<file path="src/rtl/alu_issue_queue_pkg.sv">
// Shared definitions for the ALU issue queue: opcodes, the FIFO entry type and
// opcode legality decode.
package alu_issue_queue_pkg;

    localparam int DATA_W = 8;

    typedef enum logic [3:0] {
        OP_LSH = 4'b0000,
        OP_RSH = 4'b0001,
        OP_AND = 4'b0010,
        OP_OR  = 4'b0011,
        OP_GEQ = 4'b1000,
        OP_EQ  = 4'b1001,
        OP_NEG = 4'b1010,
        OP_ADD = 4'b1011,
        OP_NEQ = 4'b1101
    } alu_op_e;

    // Opcode is carried raw so undefined codes survive the queue and can be flagged.
    typedef struct packed {
        logic [3:0]        op;
        logic [DATA_W-1:0] a;
        logic [DATA_W-1:0] b;
    } req_t;

    function automatic logic op_is_legal(input logic [3:0] op);
        case (op)
            OP_LSH, OP_RSH, OP_AND, OP_OR,
            OP_GEQ, OP_EQ, OP_NEG, OP_ADD, OP_NEQ: return 1'b1;
            default:                               return 1'b0;
        endcase
    endfunction

endpackage

</file>
<file path="src/rtl/alu_issue_queue_if.sv">
// Request and response handshakes of the ALU issue queue.
interface alu_issue_queue_if #(
    parameter int W = 8
);
    logic         ReqValid;
    logic         ReqReady;
    logic [3:0]   ReqOp;
    logic [W-1:0] ReqA;
    logic [W-1:0] ReqB;
    logic         RspValid;
    logic         RspReady;
    logic [W-1:0] RspOut;
    logic         RspZero;
    logic         RspIllegal;

    modport master (
        output ReqValid, ReqOp, ReqA, ReqB, RspReady,
        input  ReqReady, RspValid, RspOut, RspZero, RspIllegal
    );

    modport slave (
        input  ReqValid, ReqOp, ReqA, ReqB, RspReady,
        output ReqReady, RspValid, RspOut, RspZero, RspIllegal
    );
endinterface

</file>
<file path="src/rtl/alu_issue_queue_alu.sv">
// Combinational ALU; undefined opcodes produce zero and are flagged by the caller.
module alu_issue_queue_alu
    import alu_issue_queue_pkg::*;
#(
    parameter int W = 8
) (
    input  logic [W-1:0] InputA,
    input  logic [W-1:0] InputB,
    input  logic [3:0]   OP,
    output logic [W-1:0] Out,
    output logic         Zero
);

    always_comb begin
        Out = '0;
        case (OP)
            OP_LSH:  Out = {InputA[W-2:0], 1'b0};
            OP_RSH:  Out = {1'b0, InputA[W-1:1]};
            OP_AND:  Out = InputA & InputB;
            OP_OR:   Out = InputA | InputB;
            OP_GEQ:  Out = {{(W-1){1'b0}}, (InputA >= InputB)};
            OP_EQ:   Out = {{(W-1){1'b0}}, (InputA == InputB)};
            OP_NEG:  Out = (~InputA) + W'(1);
            OP_ADD:  Out = InputA + InputB;
            OP_NEQ:  Out = {{(W-1){1'b0}}, (InputA != InputB)};
            default: Out = '0;
        endcase
    end

    assign Zero = (Out == '0);

endmodule

</file>
<file path="src/rtl/alu_issue_queue.sv">
// Request FIFO in front of the ALU with a registered, back-pressurable result stage.
module alu_issue_queue
    import alu_issue_queue_pkg::*;
#(
    parameter int DEPTH = 4,
    parameter int W     = 8
) (
    input  logic               Clk,
    input  logic               Reset,
    alu_issue_queue_if.slave   bus,
    output logic [7:0]         DoneCount,
    output logic               Busy
);

    localparam int AW    = $clog2(DEPTH);
    localparam int CNT_W = AW + 1;

    req_t             mem_q [DEPTH];
    logic [AW-1:0]    wr_ptr_q, wr_ptr_d;
    logic [AW-1:0]    rd_ptr_q, rd_ptr_d;
    logic [CNT_W-1:0] count_q, count_d;
    logic             rsp_valid_q, rsp_valid_d;
    logic [W-1:0]     rsp_out_q, rsp_out_d;
    logic             rsp_zero_q, rsp_zero_d;
    logic             rsp_illegal_q, rsp_illegal_d;
    logic [7:0]       done_count_q, done_count_d;

    logic             empty;
    logic             push;
    logic             issue;
    logic             rsp_fire;
    logic             head_legal;
    logic [W-1:0]     alu_out;
    logic             alu_zero;
    req_t             head;

    assign empty    = (count_q == '0);
    assign head     = mem_q[rd_ptr_q];
    // Ready looks only at registered occupancy, so a same-cycle pop never frees a slot.
    assign bus.ReqReady = !Reset && (count_q != CNT_W'(DEPTH));
    assign push     = bus.ReqValid && bus.ReqReady;
    assign issue    = !empty && (!rsp_valid_q || bus.RspReady);
    assign rsp_fire = rsp_valid_q && bus.RspReady;

    alu_issue_queue_alu #(.W(W)) u_alu (
        .InputA (head.a),
        .InputB (head.b),
        .OP     (head.op),
        .Out    (alu_out),
        .Zero   (alu_zero)
    );

    assign head_legal = op_is_legal(head.op);

    always_comb begin
        wr_ptr_d      = wr_ptr_q;
        rd_ptr_d      = rd_ptr_q;
        count_d       = count_q;
        rsp_valid_d   = rsp_valid_q;
        rsp_out_d     = rsp_out_q;
        rsp_zero_d    = rsp_zero_q;
        rsp_illegal_d = rsp_illegal_q;
        done_count_d  = done_count_q;

        if (push) begin
            wr_ptr_d = wr_ptr_q + AW'(1);
        end
        if (issue) begin
            rd_ptr_d = rd_ptr_q + AW'(1);
        end
        case ({push, issue})
            2'b10:   count_d = count_q + CNT_W'(1);
            2'b01:   count_d = count_q - CNT_W'(1);
            default: count_d = count_q;
        endcase

        if (rsp_fire) begin
            done_count_d = done_count_q + 8'd1;
            rsp_valid_d  = 1'b0;
        end
        if (issue) begin
            rsp_valid_d   = 1'b1;
            rsp_out_d     = head_legal ? alu_out : '0;
            rsp_zero_d    = head_legal ? alu_zero : 1'b1;
            rsp_illegal_d = !head_legal;
        end
    end

    always_ff @(posedge Clk) begin
        if (Reset) begin
            wr_ptr_q      <= '0;
            rd_ptr_q      <= '0;
            count_q       <= '0;
            rsp_valid_q   <= 1'b0;
            rsp_out_q     <= '0;
            rsp_zero_q    <= 1'b0;
            rsp_illegal_q <= 1'b0;
            done_count_q  <= '0;
        end else begin
            wr_ptr_q      <= wr_ptr_d;
            rd_ptr_q      <= rd_ptr_d;
            count_q       <= count_d;
            rsp_valid_q   <= rsp_valid_d;
            rsp_out_q     <= rsp_out_d;
            rsp_zero_q    <= rsp_zero_d;
            rsp_illegal_q <= rsp_illegal_d;
            done_count_q  <= done_count_d;
        end
    end

    // Storage needs no reset: occupancy alone decides which entries are live.
    always_ff @(posedge Clk) begin
        if (push) begin
            mem_q[wr_ptr_q] <= '{op: bus.ReqOp, a: bus.ReqA, b: bus.ReqB};
        end
    end

    assign bus.RspValid   = rsp_valid_q;
    assign bus.RspOut     = rsp_out_q;
    assign bus.RspZero    = rsp_zero_q;
    assign bus.RspIllegal = rsp_illegal_q;
    assign DoneCount      = done_count_q;
    assign Busy           = !empty || rsp_valid_q;

endmodule
</file>
<file path="src/flat_wrapper.sv">
// flat-port wrapper written by rule: the top's interface ports become plain ports
module alu_issue_queue_flat import alu_issue_queue_pkg::*;
#(
    parameter int DEPTH = 4,
    parameter int W     = 8
)
  (Clk, Reset, DoneCount, Busy, bus_ReqValid, bus_ReqOp, bus_ReqA, bus_ReqB, bus_RspReady, bus_ReqReady, bus_RspValid, bus_RspOut, bus_RspZero, bus_RspIllegal);
  alu_issue_queue_if #(.W(W)) bus_i ();
  input  logic Clk;
  input  logic Reset;
  output logic [7:0] DoneCount;
  output logic Busy;
  input wire logic [$bits(bus_i.ReqValid)-1:0] bus_ReqValid;
  input wire logic [$bits(bus_i.ReqOp)-1:0] bus_ReqOp;
  input wire logic [$bits(bus_i.ReqA)-1:0] bus_ReqA;
  input wire logic [$bits(bus_i.ReqB)-1:0] bus_ReqB;
  input wire logic [$bits(bus_i.RspReady)-1:0] bus_RspReady;
  output wire logic [$bits(bus_i.ReqReady)-1:0] bus_ReqReady;
  output wire logic [$bits(bus_i.RspValid)-1:0] bus_RspValid;
  output wire logic [$bits(bus_i.RspOut)-1:0] bus_RspOut;
  output wire logic [$bits(bus_i.RspZero)-1:0] bus_RspZero;
  output wire logic [$bits(bus_i.RspIllegal)-1:0] bus_RspIllegal;
  assign bus_i.ReqValid = bus_ReqValid;
  assign bus_i.ReqOp = bus_ReqOp;
  assign bus_i.ReqA = bus_ReqA;
  assign bus_i.ReqB = bus_ReqB;
  assign bus_i.RspReady = bus_RspReady;
  assign bus_ReqReady = bus_i.ReqReady;
  assign bus_RspValid = bus_i.RspValid;
  assign bus_RspOut = bus_i.RspOut;
  assign bus_RspZero = bus_i.RspZero;
  assign bus_RspIllegal = bus_i.RspIllegal;
  alu_issue_queue #(.DEPTH(DEPTH), .W(W)) u_core (.Clk(Clk), .Reset(Reset), .bus(bus_i), .DoneCount(DoneCount), .Busy(Busy));
endmodule
</file>
<file path="config.mk">
export PLATFORM = sky130hd
export DESIGN_NAME = alu_issue_queue_flat
export DESIGN_NICKNAME = d
export VERILOG_FILES = /design/src/rtl/alu_issue_queue_pkg.sv /design/src/rtl/alu_issue_queue_if.sv /design/src/rtl/alu_issue_queue_alu.sv /design/src/rtl/alu_issue_queue.sv /design/src/flat_wrapper.sv
export SDC_FILE = /design/constraint.sdc
export NUM_CORES = 1
export LEC_CHECK = 0
export BUFFER_PORTS_ARGS = -buffer_cell sky130_fd_sc_hd__buf_2
export CAP_MARGIN = 20
export CORE_UTILIZATION = 35
export CTS_BUF_LIST = sky130_fd_sc_hd__clkbuf_4 sky130_fd_sc_hd__clkbuf_8
export DETAILED_ROUTE_END_ITERATION = 10
export HOLD_SLACK_MARGIN = 0.15
export MAX_ROUTING_LAYER = met4
export PLACE_DENSITY = 0.54
export RECOVER_POWER = 100
export SYNTH_ARGS = -nofsm -noshare
export SYNTH_HDL_FRONTEND = slang
export SYNTH_SLANG_ARGS = --single-unit
</file>
<file path="constraint.sdc">
create_clock -name Clk -period 4.8 [get_ports Clk]
set_input_delay 0.24 -clock Clk [delete_from_list [all_inputs] [get_ports Clk]]
set_output_delay 0.24 -clock Clk [all_outputs]
set_load 0.01 [all_outputs]
</file>
-- Yosys cells after proc, flatten, opt, wreduce, memory -nomap -nowiden
Memory sizes are Yosys's and may differ from the RTL's. A register that Yosys moved wholly into a read port is not among the register bits.
Index checks and enable logic that the tools add are counted.
- $add $sub $neg: 7
- $mul: 0
- div/mod/pow operators: 0
- $lt $le $gt $ge: 1
- equal/unequal tests: 13
- shifts and indexed selects: 0
- muxes and demuxes: 10
- bitwise gates (word level): 3
- reductions and logical operators: 15
- operators with widths (kind ; count):
    one-hot mux 8 bit (9 select lines) ; 1
    == test 4 bit, second input constant ; 5
    adder 8 x 1 -> 8 bit, second input constant ; 2
    adder 8 bit ; 1
    bitwise AND 8 bit ; 1
    == test 4 x 2 -> 1 bit, second input constant ; 2
    == test 8 bit ; 1
    greater-or-equal comparator 8 bit ; 1
    zero test 8 bit ; 1
    two-way mux 8 bit ; 1
    != test 8 bit ; 1
    NOT 8 bit ; 1
    OR 8 bit ; 1
    one-hot mux 3 bit (2 select lines) ; 1
    two-way mux 1 bit ; 5
    adder 2 x 1 -> 2 bit, second input constant ; 2
    == test 4 x 1 -> 1 bit, second input constant ; 1
    logical AND 1 bit ; 4
    zero test 1 bit ; 4
    zero test 4 bit ; 1
    two-way mux 2 bit ; 2
    nonzero test 2 bit ; 2
    adder 3 x 1 -> 3 bit, second input constant ; 1
    zero test 3 bit ; 1
    5 further kinds ; 6
- register bits: 26
- latch bits: 0
- memory bits (writable): 80
- memory bits (read-only): 16
- output and inout bits: 21
- word-level logic and storage cells: 59
- memories kept: 2
- memory list (memory ; words ; bits a word ; rd ports ; clocked after Yosys merged registers in ; write ports ; RTL line ; source):
    u_core.mem_q ; 4 ; 20 ; 1 ; 1 ; 1 ; alu_issue_queue.sv:18 ; req_t mem_q [DEPTH];
    (no name shown) ; 16 ; 1 ; 1 ; 0 ; 0 ; alu_issue_queue_pkg.sv:27 ; case (op)

-- Logic depth before layout (Yosys ltp)
Gate-level depths: netlist of the first run.
- word-level depth: 5
- mapped depth: 13

-- Modules after synthesis
Synthesis of the first run repeated with hierarchy kept, for this count alone.
- cell total of the unflattened synthesis: 413
- area total of the unflattened synthesis: 5425.2 um^2
- by module, submodules not included (module ; times used ; cells each ; area an instance (um^2) ; sequential area each (um^2)):
    alu_issue_queue ; 1 ; 251 ; 4155.2 ; 2962.8
    alu_issue_queue_alu ; 1 ; 162 ; 1270.0 ; 0.0

-- Least setup slack after synthesis of the first run
OpenSTA, ideal clock, no wires.
- path type: reg-to-reg
- start point: reg with a tool-made name
- end point: reg u_core.rsp_zero_q, in the netlist u_core.bus.RspZero
- setup time: 0.116 ns
- data arrival time: 3.114 ns
- required time: 4.684 ns
- slack: 1.570 ns
- stages on the path, launching flop included: 13
- path buffers: 2
- cells stage by stage: dfxtp_1 buf_6 buf_6 mux4_2 inv_1 ha_1 or4_1 a221oi_1 o41a_1 a21oi_1 o21ai_0 nor4_2 o211a_1
- RTL lines (what ; RTL line ; source):
    end signal: assignment ; alu_issue_queue.sv:105 ; rsp_zero_q <= rsp_zero_d;
    end: declaration ; alu_issue_queue.sv:24 ; logic rsp_zero_q, rsp_zero_d;

==> summary.md, run 1 <==
| Metric | Value |
|---|---|
| Setup violators final | 0 |
| WL final | about 11000 um |
| Cts repair resizes | 0 |
| CP required | around 5.1 ns |
| Setup Skew | 0.01776 ns |
| Fin nets | 520 |
| Share of cells above drive strength 1 | 0.08974 |
| Critical path buffers and inverters | 1 |
| Row cnt | between 40 and 50 |
| Worst-margin pin slew | 1.393 ns |
| Hold_sp | Reset |
| Register-to-register setup slack | 0.75 ns |
| Global-route wire length before repair | about 18000 um |
| Ports | 45 |
| DRC | 0 |
| Worst-path maximum fanout | 10 |
| Setup bufs post-CTS | 0 |
| TritonCTS clock tree | yes |
| Met3 Usage GRT | 0.03351 |
| Final Hold Viols | 0 |
| Initial antenna violation count | 0 |
| Max Fclk | roughly 250 MHz |
| Largest net degree at the start of global routing | 29 |
| Crit path kind | register to register |
| CP Capture Type | register |
| Dpl cell area | about 5700 um2 |
| Die ar. | between 15000 and 20000 um2 |
| Post-Syn Instances | 394 |
| Most area-consuming cells after synthesis | edfxtp_1 46%, dfxtp_1 11%, mux4_2 7.7% |
| Avg Cell Area, Syn | 13.29 um2 |
| Met2 GRT Util | 0.2454 |
| Status | complete, no violations |
| Register area share after synthesis | 0.5657 |
| Die H | 124.3 um |
| CTS root buf | clkbuf_8 |
| Register-to-Register Path Depth | 12 |
| XOR/XNOR Fraction of Synth Area | 0.03344 |
| Power Dens Cells | 526.1 nW/um2 |
| Ys flop type | edfxtp_1 |
| CP Cell Sequence | clkbuf_1, mux4_1, ha_1, fa_1, a21o_1, a311o_1, a21oi_1, xnor2_1, nand2_1, o211ai_1, nor4_1, o211a_1 |
| GR Util met1 | 0.1894 |
| CTS Hold Buffers Added | 21 |
| Sinks on Clock Net | 108 |
| EDFF count, synth | 80 |
| Max Slew Vio Count | 0 |
| Crit-path leading delay family | compound AO/OA/AOI/OAI gates |
| Dpl hpwl | 7687 um |
| #FFs+latches synth | 108 |
| Crit-path slowest cell | dfxtp_1 |
| Vias post-DR | 3313 |
| Period utilization | 0.8448 |
| Simple-Gate Fraction of Synth Area | 0.09030 |
| GRT Util Overall | 0.1537 |
| Port Buffers | 44 |
| Hold EP | u_core.DoneCount[5] |
| Setup crit start kind | register |
| Routed len/inst | 16.58 um |
| Min-delay worst type | primary input to register |
| Overflow after GRT | 0 |
| Main combinational cell family by area after synthesis | multiplexers |
| Pwr Total | around 3.1 mW |
| Setup tns final | 0 ns |
| Design area | ~6000 um2 |
| Num CTS Buffers | 9 |
| Relative slew slack | 0.07152 |
| Slowest stage delay, CP | between 0.7 and 0.8 ns |
| Most frequent cell after synthesis | edfxtp_1 |
| Clock buffer depth | 2 |
| Post-synth top area cell | edfxtp_1 |
| Worst VDD drop | around 0.00016 V |
| Asr flop ratio synth | 0 |
| Setup repair after global routing missed its margin | no |
| Filler cell count | 1409 |
| Placer Congestion | 0.8690 |
| R2r endpoint | u_core.bus.RspZero |
| Clock-pin slew on the worst setup and hold paths | approximately 0.11 ns |
| Clock Latency Late Sink | 0.39 ns |
| Worst Hold Depth | 2 |
| Mapped cell area | 5238 um2 |
| Starting density of the core | 0.3590 |
| First-pass detailed-route iteration total | 4 |
| Distinct cells, synth | 54 |
| Post-synthesis mux area share | 0.1128 |
| Area Growth Syn to Fin | 14.29% |
| Leak Pwr | between 2 and 2.5 nW |
| Post-synthesis adder-cell area fraction | 0.08170 |
| Final ANT Viol Nets | 0 |
| GR peak layer | met2 |
| Vias in the first global route | 3304 |
| CORE AREA | 14590 um2 |
| Max cap viols | 0 |
| Starting DRT DRC Count | 141 |
| Top cells by count, synth | 80 x edfxtp_1, 31 x ha_1, 31 x inv_1 |
| Worst EP arrival | 4.39 ns |
| N_diodes | 0 |
| Share of the synthesized area in the top cell type | 0.4587 |
| Die Width | 124.3 um |
| Final Critical Period | 4.055 ns |
| Post-Syn Nets | 451 |
| Vias/cell | 5.081 |
| CTS HTree Levels | 3 |
| Synth Area in Compound Gates | 0.07812 |
| Yosys warns | 0 |
cells in the final DEF (no fill, tap or decap), drive strengths merged, types with 2 or more instances in the layout:
cell / netlist / final
xnor2: 11 / 11
o22ai: 2 / 2
mux2i: 8 / 8
o21ai: 14 / 14
a21o: 3 / 3
fa: 2 / 2
dlygate4sd3: 0 / 21
or4: 3 / 3
buf: 11 / 5
nand2b: 2 / 2
xor2: 9 / 9
a211oi: 3 / 3
nand2: 23 / 23
mux4: 22 / 22
and3: 6 / 6
inv: 31 / 34
nor2: 30 / 30
dfxtp: 28 / 28
nor3: 8 / 8
and2: 2 / 2
a22oi: 3 / 3
nor2b: 3 / 3
nand3: 9 / 9
a21oi: 16 / 16
or3: 3 / 3
nand4: 2 / 2
o21a: 2 / 2
clkbuf: 3 / 57
o211ai: 4 / 4
a31oi: 3 / 3
edfxtp: 80 / 80
ha: 31 / 31
power breakdown:
| group | internal, mW | switching [mW] | leakage [nW] |
|---|---|---|---|
| Combinational | 0.595 | 0.827 | 1.07 |
| Clock | 0.246 | 0.308 | 0.109 |
| Sequential | 1.09 | 0.0792 | 0.955 |
worst reg2reg max path: cells and delay by family, from the launching register on:
family	cells	cell delay (ns)
fa+ha+maj	2	0.68
simple gates	2	0.39
flops	1	0.77
mux	1	0.70
xor+xnor	1	0.09
buf+inv	1	0.35
compound gates	5	1.03
final cells by class:
cell class / count / area (um2) / share of cell area
Multi-Input combinational cell: 241 / 2064 / 0.3449
Clock buffer: 11 / 151.4 / 0.02529
Clock inverter: 5 / 47.55 / 0.007943
Inverter: 31 / 116.4 / 0.01944
Timing Repair Buffer: 72 / 412.9 / 0.06898
Tap cell: 184 / 230.2 / 0.03846
Sequential cell: 108 / 2963 / 0.4950
worst max-delay path by stage:
stage | startpoint | endpoint | slack (ns) | cells past startpoint
final | register | u_core.bus.RspZero | 0.75 | 12
after global routing | register | u_core.bus.RspZero | 0.44 | 12
after CTS | register | u_core.bus.RspZero | 0.74 | 11
after detailed placement | register | u_core.bus.RspZero | 0.79 | 11
after global placement | register | u_core.bus.RspZero | 0.94 | 11
after floorplan | register | u_core.bus.RspZero | 1.57 | 12
kinds of logic (layout without fill, tap and decap cells):
group           count (synthesis)  in the layout
mux                            30             30
compound gates                 62             62
fa+ha+maj                      33             33
simple gates                   96             96
xor+xnor                       20             20
buf+inv                        45            119
flops                         108            108
per-stage QoR:
stage                     setup WS (ns)  utilization  hold slack, ns  cells
after floorplan                   1.570            -          0.3389    394
after global placement           0.9412       0.3863          0.4523    612
after detailed placement         0.7905       0.3901          0.4606    614
after CTS                        0.7422       0.4181          0.2555    651
after global routing             0.4444       0.4103          0.2785    652
final                            0.7450       0.4103          0.2763    652
sequential cells by signal, summed over array words and instances, names as in the netlist, named ones only:
| signal | count |
|---|---|
| u_core.mem_q | 80 |
| u_core.wr_ptr_q | 2 |
| u_core.bus.RspZero | 1 |
| u_core.rd_ptr_q | 2 |
| u_core.count_q | 3 |
| u_core.bus.RspIllegal | 1 |
| u_core.bus.RspOut | 8 |
| u_core.bus.RspValid | 1 |
| u_core.DoneCount | 8 |
routing by layer:
metal,part of all wire,routed length [um]
met1,0.47,5029
met4,0.021,226
met5,0,0
met3,0.038,406
met2,0.48,5149
(Power assumes the default switching activity.)
==> inputs of run 2 (changes only) <==
==> constraint.sdc (replaced) <==
create_clock -name Clk -period 4 [get_ports Clk]
set_input_delay 0.2 -clock Clk [delete_from_list [all_inputs] [get_ports Clk]]
set_output_delay 0.2 -clock Clk [all_outputs]
set_load 0.01 [all_outputs]
==> run 2 against run 1 <==
Net effect: fmax grew 14%; hold slack lost 0.027 ns; non-clock buffer count shrank 1; register-to-register slack lost 0.29 ns; first-iteration DRC count grew 16%; utilization is the same.
==> summary.md, run 2 (synthesized netlist as in run 1, its figures left out) <==
| Metric | Value |
|---|---|
| Setup Skew | 0.009761 ns (-0.007996 ns) |
| CP Capture Type | register |
| Area of the multi-input gates | 2071 um2 (+0.30%) |
| Leak Pwr | 2.116 nW (-0.78%) |
| GRT Util Overall | 0.1523 (-0.001341) |
| Vias in the first global route | 3432 (+3.9%) |
| TritonCTS clock tree | yes |
| Status | complete, no violations |
| Die H | 124.3 um (unchanged) |
| CTS Hold Buffers Added | 21 (unchanged) |
| Clock buffer depth | 2 (unchanged) |
| CTS root buf | clkbuf_8 |
| Worst VDD drop | 0.0002371 V (+46%) |
| Vias/cell | 5.022 (-1.2%) |
| Worst-margin pin slew | 1.303 ns (-0.09009 ns) |
| GR Util met1 | 0.1810 (-0.008456) |
| Row cnt | 44 (unchanged) |
| Max Fclk | 282.0 MHz (+14%) |
| Filler cell count | 1400 (-0.64%) |
| Port Buffers | 44 (unchanged) |
| Vias post-DR | 3269 (-1.3%) |
| CP required | 4.29 ns (-0.85 ns) |
| Relative slew slack | 0.1316 (+0.06006) |
| Final ANT Viol Nets | 0 (unchanged) |
| Sinks on Clock Net | 108 (unchanged) |
| Global-route wire length before repair | 17720 um (-0.19%) |
| Period utilization | 0.8867 (+0.04189) |
| Num CTS Buffers | 9 (unchanged) |
| Largest net degree at the start of global routing | 29 (unchanged) |
| Area Growth Syn to Fin | 14.29% (unchanged) |
| Power Dens Cells | 627.7 nW/um2 (+19%) |
| Crit path kind | register to register |
| Placer Congestion | 0.8616 (-0.85%) |
| Initial antenna violation count | 0 (unchanged) |
| Routed len/inst | 16.13 um (-2.7%) |
| Max Slew Vio Count | 0 (unchanged) |
| Pwr Total | 3.757 mW (+19%) |
| Dpl hpwl | 7418 um (-3.5%) |
| N_diodes | 0 (unchanged) |
| Setup violators final | 0 (unchanged) |
| Clock-pin slew on the worst setup and hold paths | 0.10 ns (about the same) |
| CTS HTree Levels | 3 (unchanged) |
| Final Hold Viols | 0 (unchanged) |
| First-pass detailed-route iteration total | 4 (unchanged) |
| Met2 GRT Util | 0.2480 (+0.002600) |
| Min-delay worst type | primary input to register |
| GR peak layer | met2 |
| Most frequent cells in the layout | 80 x edfxtp_1, 46 x clkbuf_1, 31 x inv_1, 31 x ha_1, 30 x nor2_1 |
| CORE AREA | 14590 um2 (unchanged) |
| Max reg flops | 80 (unchanged) |
| Starting DRT DRC Count | 163 (+16%) |
| Cts repair resizes | 0 (unchanged) |
| Max cap viols | 0 (unchanged) |
| Worst EP arrival | 3.84 ns (-0.55 ns) |
| Ports | 45 (unchanged) |
| Setup bufs post-CTS | 0 (unchanged) |
| Fin nets | 519 (-0.19%) |
| Setup tns final | 0 ns (unchanged) |
| Starting density of the core | 0.3590 (unchanged) |
| Final Critical Period | 3.547 ns (-0.5083 ns) |
| Worst-path maximum fanout | 20 (+10) |
| FF/Latch Area | 2963 um2 (unchanged) |
| Die Width | 124.3 um (unchanged) |
| Most common cell after layout, fill and taps aside | edfxtp_1 |
| Setup repair after global routing missed its margin | no |
| Die ar. | 15460 um2 (unchanged) |
| Setup crit start kind | register |
| WL final | 10500 um (-2.9%) |
| Biggest register | u_core.mem_q |
| Overflow after GRT | 0 (unchanged) |
| DRC | 0 (unchanged) |
| Met3 Usage GRT | 0.03222 (-0.001289) |
| Clock Latency Late Sink | 0.39 ns (about the same) |
| Share of cells above drive strength 1 | 0.08779 (-0.001949) |
run 2: area by class of cell:
cell class / count / share of cell area
clock buffer: 9 / 0.02069
sequential: 108 / 0.4950
inverter: 31 / 0.01944
multi-input combinational: 241 / 0.3459
timing repair buffer: 71 / 0.07023
tap: 184 / 0.03846
clock inverter: 7 / 0.01024
run 2: critical path: stages, from the launching register on:
cell      delay [ns]
dfxtp_1         0.37
buf_12          0.20
mux4_1          0.70
inv_1           0.15
ha_1            0.31
or4_1           0.59
a221oi_1        0.27
o41a_1          0.21
a21oi_1         0.05
o21ai_0         0.28
nor4_2          0.09
o211a_1         0.21
run 2: worst paths after layout:
kind	start	to	slack (ns)	depth (start not counted)
max reg2reg	register	u_core.bus.RspZero	0.45	11
min reg2reg	u_core.bus.RspOut[6]	u_core.bus.RspOut[6]	0.48	2
max	register	u_core.bus.RspZero	0.45	11
min	Reset	u_core.wr_ptr_q[0]	0.25	2
run 2: routing by layer:
layer | wire length (um) | vias up
met4 | 204 | 0
met3 | 433 | 16
li1 | - | 1597
met2 | 5119 | 74
met5 | 0 | -
met1 | 4745 | 1582
run 2: per-stage QoR:
step                      std cells  hold WS (ns)  instance area [um2]    util  setup WS, ns
after floorplan                 394        0.2989                 5238       -        0.7702
after CTS                       651        0.2047                 6098  0.4180        0.4403
after global routing            651        0.2671                 5986  0.4103        0.1689
final                           651        0.2495                 5986  0.4103        0.4533
after global placement          612        0.4140                 5648  0.3871        0.5114
after detailed placement        614        0.4194                 5703  0.3909        0.4506
run 2: power by group:
part / internal (mW) / switching (mW) / total, mW
clock network: 0.237 / 0.387 / 0.624
registers: 1.31 / 0.0568 / 1.37
logic: 0.730 / 1.03 / 1.76
==> inputs of run 3 (changes only) <==
--- a/config.mk
+++ b/config.mk
@@ -7,12 +7,12 @@
 export LEC_CHECK = 0
 export BUFFER_PORTS_ARGS = -buffer_cell sky130_fd_sc_hd__buf_2
 export CAP_MARGIN = 20
-export CORE_UTILIZATION = 35
+export CORE_UTILIZATION = 40
 export CTS_BUF_LIST = sky130_fd_sc_hd__clkbuf_4 sky130_fd_sc_hd__clkbuf_8
 export DETAILED_ROUTE_END_ITERATION = 10
 export HOLD_SLACK_MARGIN = 0.15
 export MAX_ROUTING_LAYER = met4
-export PLACE_DENSITY = 0.54
+export PLACE_DENSITY = 0.59
 export RECOVER_POWER = 100
 export SYNTH_ARGS = -nofsm -noshare
 export SYNTH_HDL_FRONTEND = slang
==> run 3 against run 2 <==
Net effect: flip-flop and latch count stayed put; sequential power hardly changed; sequential share of layout area is 0.14 points lower; utilization is 6.3 points higher; combinational power hardly changed; design area is 0.29% higher; global-route usage is 2.6 points higher; power is 2.6% higher; count of clock-buffer cells in the layout is 1 higher.
==> summary.md, run 3 (synthesized netlist as in run 1, its figures left out) <==
| Metric | Value |
|---|---|
| Worst Hold Depth | 2 (unchanged) |
| Leak Pwr | 2.126 nW (+0.48%) |
| Min-delay worst type | primary input to register |
| Max cap viols | 0 (unchanged) |
| CP Cell Sequence | buf_12, mux4_1, ha_1, fa_1, a21o_1, a311o_1, a21oi_1, xnor2_1, nand2_1, o211ai_1, nor4_2, o211a_1 |
| Vias post-DR | 3284 (+0.46%) |
| Final ANT Viol Nets | 0 (unchanged) |
| Starting density of the core | 0.4134 (+0.05435) |
| CP Capture Type | register |
| TritonCTS clock tree | yes |
| Final Hold Viols | 0 (unchanged) |
| Placer Congestion | 0.8994 (+4.4%) |
| Cts repair resizes | 0 (unchanged) |
| Clock Latency Late Sink | 0.37 ns (-0.02 ns) |
| Combinational share of power | 0.457 (-0.012) |
| Overflow after GRT | 0 (unchanged) |
| Dpl hpwl | 7415 um (about the same) |
| Most common cell after layout, fill and taps aside | edfxtp_1 |
| Setup Skew | 0.005451 ns (-0.004309 ns) |
| Hold EP | u_core.count_q[1] |
| Global-route wire length before repair | 17020 um (-3.9%) |
| N_diodes | 0 (unchanged) |
| Pwr Total | 3.854 mW (+2.6%) |
| Die H | 116.4 um (-6.4%) |
| Slowest stage delay, CP | 0.71 ns (about the same) |
| Worst-path maximum fanout | 20 (unchanged) |
| Hold_sp | Reset |
| Register-to-register setup slack | 0.48 ns (+0.03 ns) |
| Die Width | 116.4 um (-6.4%) |
| CTS root buf | clkbuf_8 |
| Fin nets | 519 (unchanged) |
| Sinks on Clock Net | 108 (unchanged) |
| Max Fclk | 284.2 MHz (+0.79%) |
| Final Critical Period | 3.519 ns (-0.02772 ns) |
| Clock-pin slew on the worst setup and hold paths | 0.10 ns (about the same) |
| Row cnt | 41 (-6.8%) |
| Status | complete, no violations |
| Sw Ratio | 0.3764 (-0.01659) |
| Max Slew Vio Count | 0 (unchanged) |
| Vias in the first global route | 3286 (-4.3%) |
| CP required | 4.33 ns (+0.04 ns) |
| First-pass detailed-route iteration total | 4 (unchanged) |
| Largest net degree at the start of global routing | 29 (unchanged) |
| P_int | 2.403 mW (+5.4%) |
| Worst VDD drop | 0.0002888 V (+22%) |
| Vias/cell | 5.139 (+2.3%) |
| Critical path buffers and inverters | 1 (-1) |
| Ports | 45 (unchanged) |
| Worst-margin pin slew | 1.380 ns (+0.07748 ns) |
| Area Growth Syn to Fin | 14.62% |
| Setup repair after global routing missed its margin | no |
| Share of cells above drive strength 1 | 0.08994 (+0.002141) |
| Port Buffers | 44 (unchanged) |
| Most frequent cells in the layout | 80 x edfxtp_1, 46 x clkbuf_1, 31 x inv_1, 31 x ha_1, 30 x nor2_1 |
| Biggest register | u_core.mem_q |
| Setup violators final | 0 (unchanged) |
| Register-to-Register Path Depth | 12 (+1) |
| Clock buffer depth | 2 (unchanged) |
| GRT Util Overall | 0.1780 (+0.02571) |
| Relative slew slack | 0.07993 (-0.05165) |
| Setup crit start kind | register |
| Power Dens Cells | 642.0 nW/um2 (+2.3%) |
| Period utilization | 0.8797 (-0.006930) |
| Crit-path slowest cell | mux4_1 |
| Routed len/inst | 16.66 um (+3.3%) |
| Worst EP arrival | 3.84 ns (about the same) |
| Sw Pwr | 1.451 mW (-1.7%) |
| Setup tns final | 0 ns (unchanged) |
| CTS HTree Levels | 3 (unchanged) |
| Crit path kind | register to register |
| R2r endpoint | u_core.bus.RspZero |
| Initial antenna violation count | 0 (unchanged) |
| Num CTS Buffers | 9 (unchanged) |
| CORE AREA | 12670 um2 (-13%) |
| Setup bufs post-CTS | 0 (unchanged) |
| Clk pwr share | 0.188 (+0.022) |
| DRC | 0 (unchanged) |
| Starting DRT DRC Count | 200 (+23%) |
| Crit-path leading delay family | compound AO/OA/AOI/OAI gates |
| Max reg flops | 80 (unchanged) |
| Register share of total power | 0.355 (-0.010) |
| Die ar. | 13560 um2 (-12%) |
| WL final | 10650 um (+1.4%) |
run 3: per-stage QoR:
stage               cells  utilization  setup slack, ns  hold WS [ns]  instance area [um2]
finish                639       0.4738           0.4810        0.2768                 6003
global placement      600       0.4446           0.5744        0.4137                 5633
detailed placement    602       0.4489           0.4952        0.4181                 5688
floorplan             394            -           0.7702        0.2989                 5238
CTS                   639       0.4827           0.4859        0.2494                 6116
global route          639       0.4738           0.2483        0.2803                 6003
run 3: power groups by stage:
stage | logic (mW) | registers (mW) | clock network [mW]
global route | 1.97 | 1.38 | 0.797
finish | 1.76 | 1.37 | 0.723
detailed placement | 1.78 | 1.39 | 0
floorplan | 1.33 | 1.40 | 0
global placement | 1.77 | 1.39 | 0
CTS | 1.81 | 1.37 | 0.753
run 3: repair_timing:
item,4_1_cts,5_1_grt
hold buffers,21,0
setup endpoints to repair,0,0
hold endpoints to repair,82,0
run 3: final cells by class:
| type | instances | area [um2] |
|---|---|---|
| fill | 1188 | 6668 |
| sequential | 108 | 2963 |
| multi-input combinational | 241 | 2071 |
| timing repair buffer | 71 | 420.4 |
| tap | 172 | 215.2 |
| clock buffer | 10 | 131.4 |
| inverter | 31 | 116.4 |
| clock inverter | 6 | 86.33 |
run 3: worst max path at each step:
| stage | to | slack [ns] | depth (start not counted) |
|---|---|---|---|
| after floorplan | u_core.bus.RspZero | 0.77 | 12 |
| after global placement | u_core.bus.RspZero | 0.57 | 12 |
| after global routing | u_core.bus.RspZero | 0.25 | 12 |
| after CTS | u_core.bus.RspZero | 0.49 | 11 |
| after detailed placement | u_core.bus.RspZero | 0.50 | 11 |
| final | u_core.bus.RspZero | 0.48 | 12 |
run 3: metal layers:
layer,track usage,up-vias,part of all wire
met5,-,-,0
met4,0.09316,0,0.026
met3,0.04670,17,0.041
met2,0.2631,74,0.45
met1,0.2245,1599,0.48
li1,-,1594,-
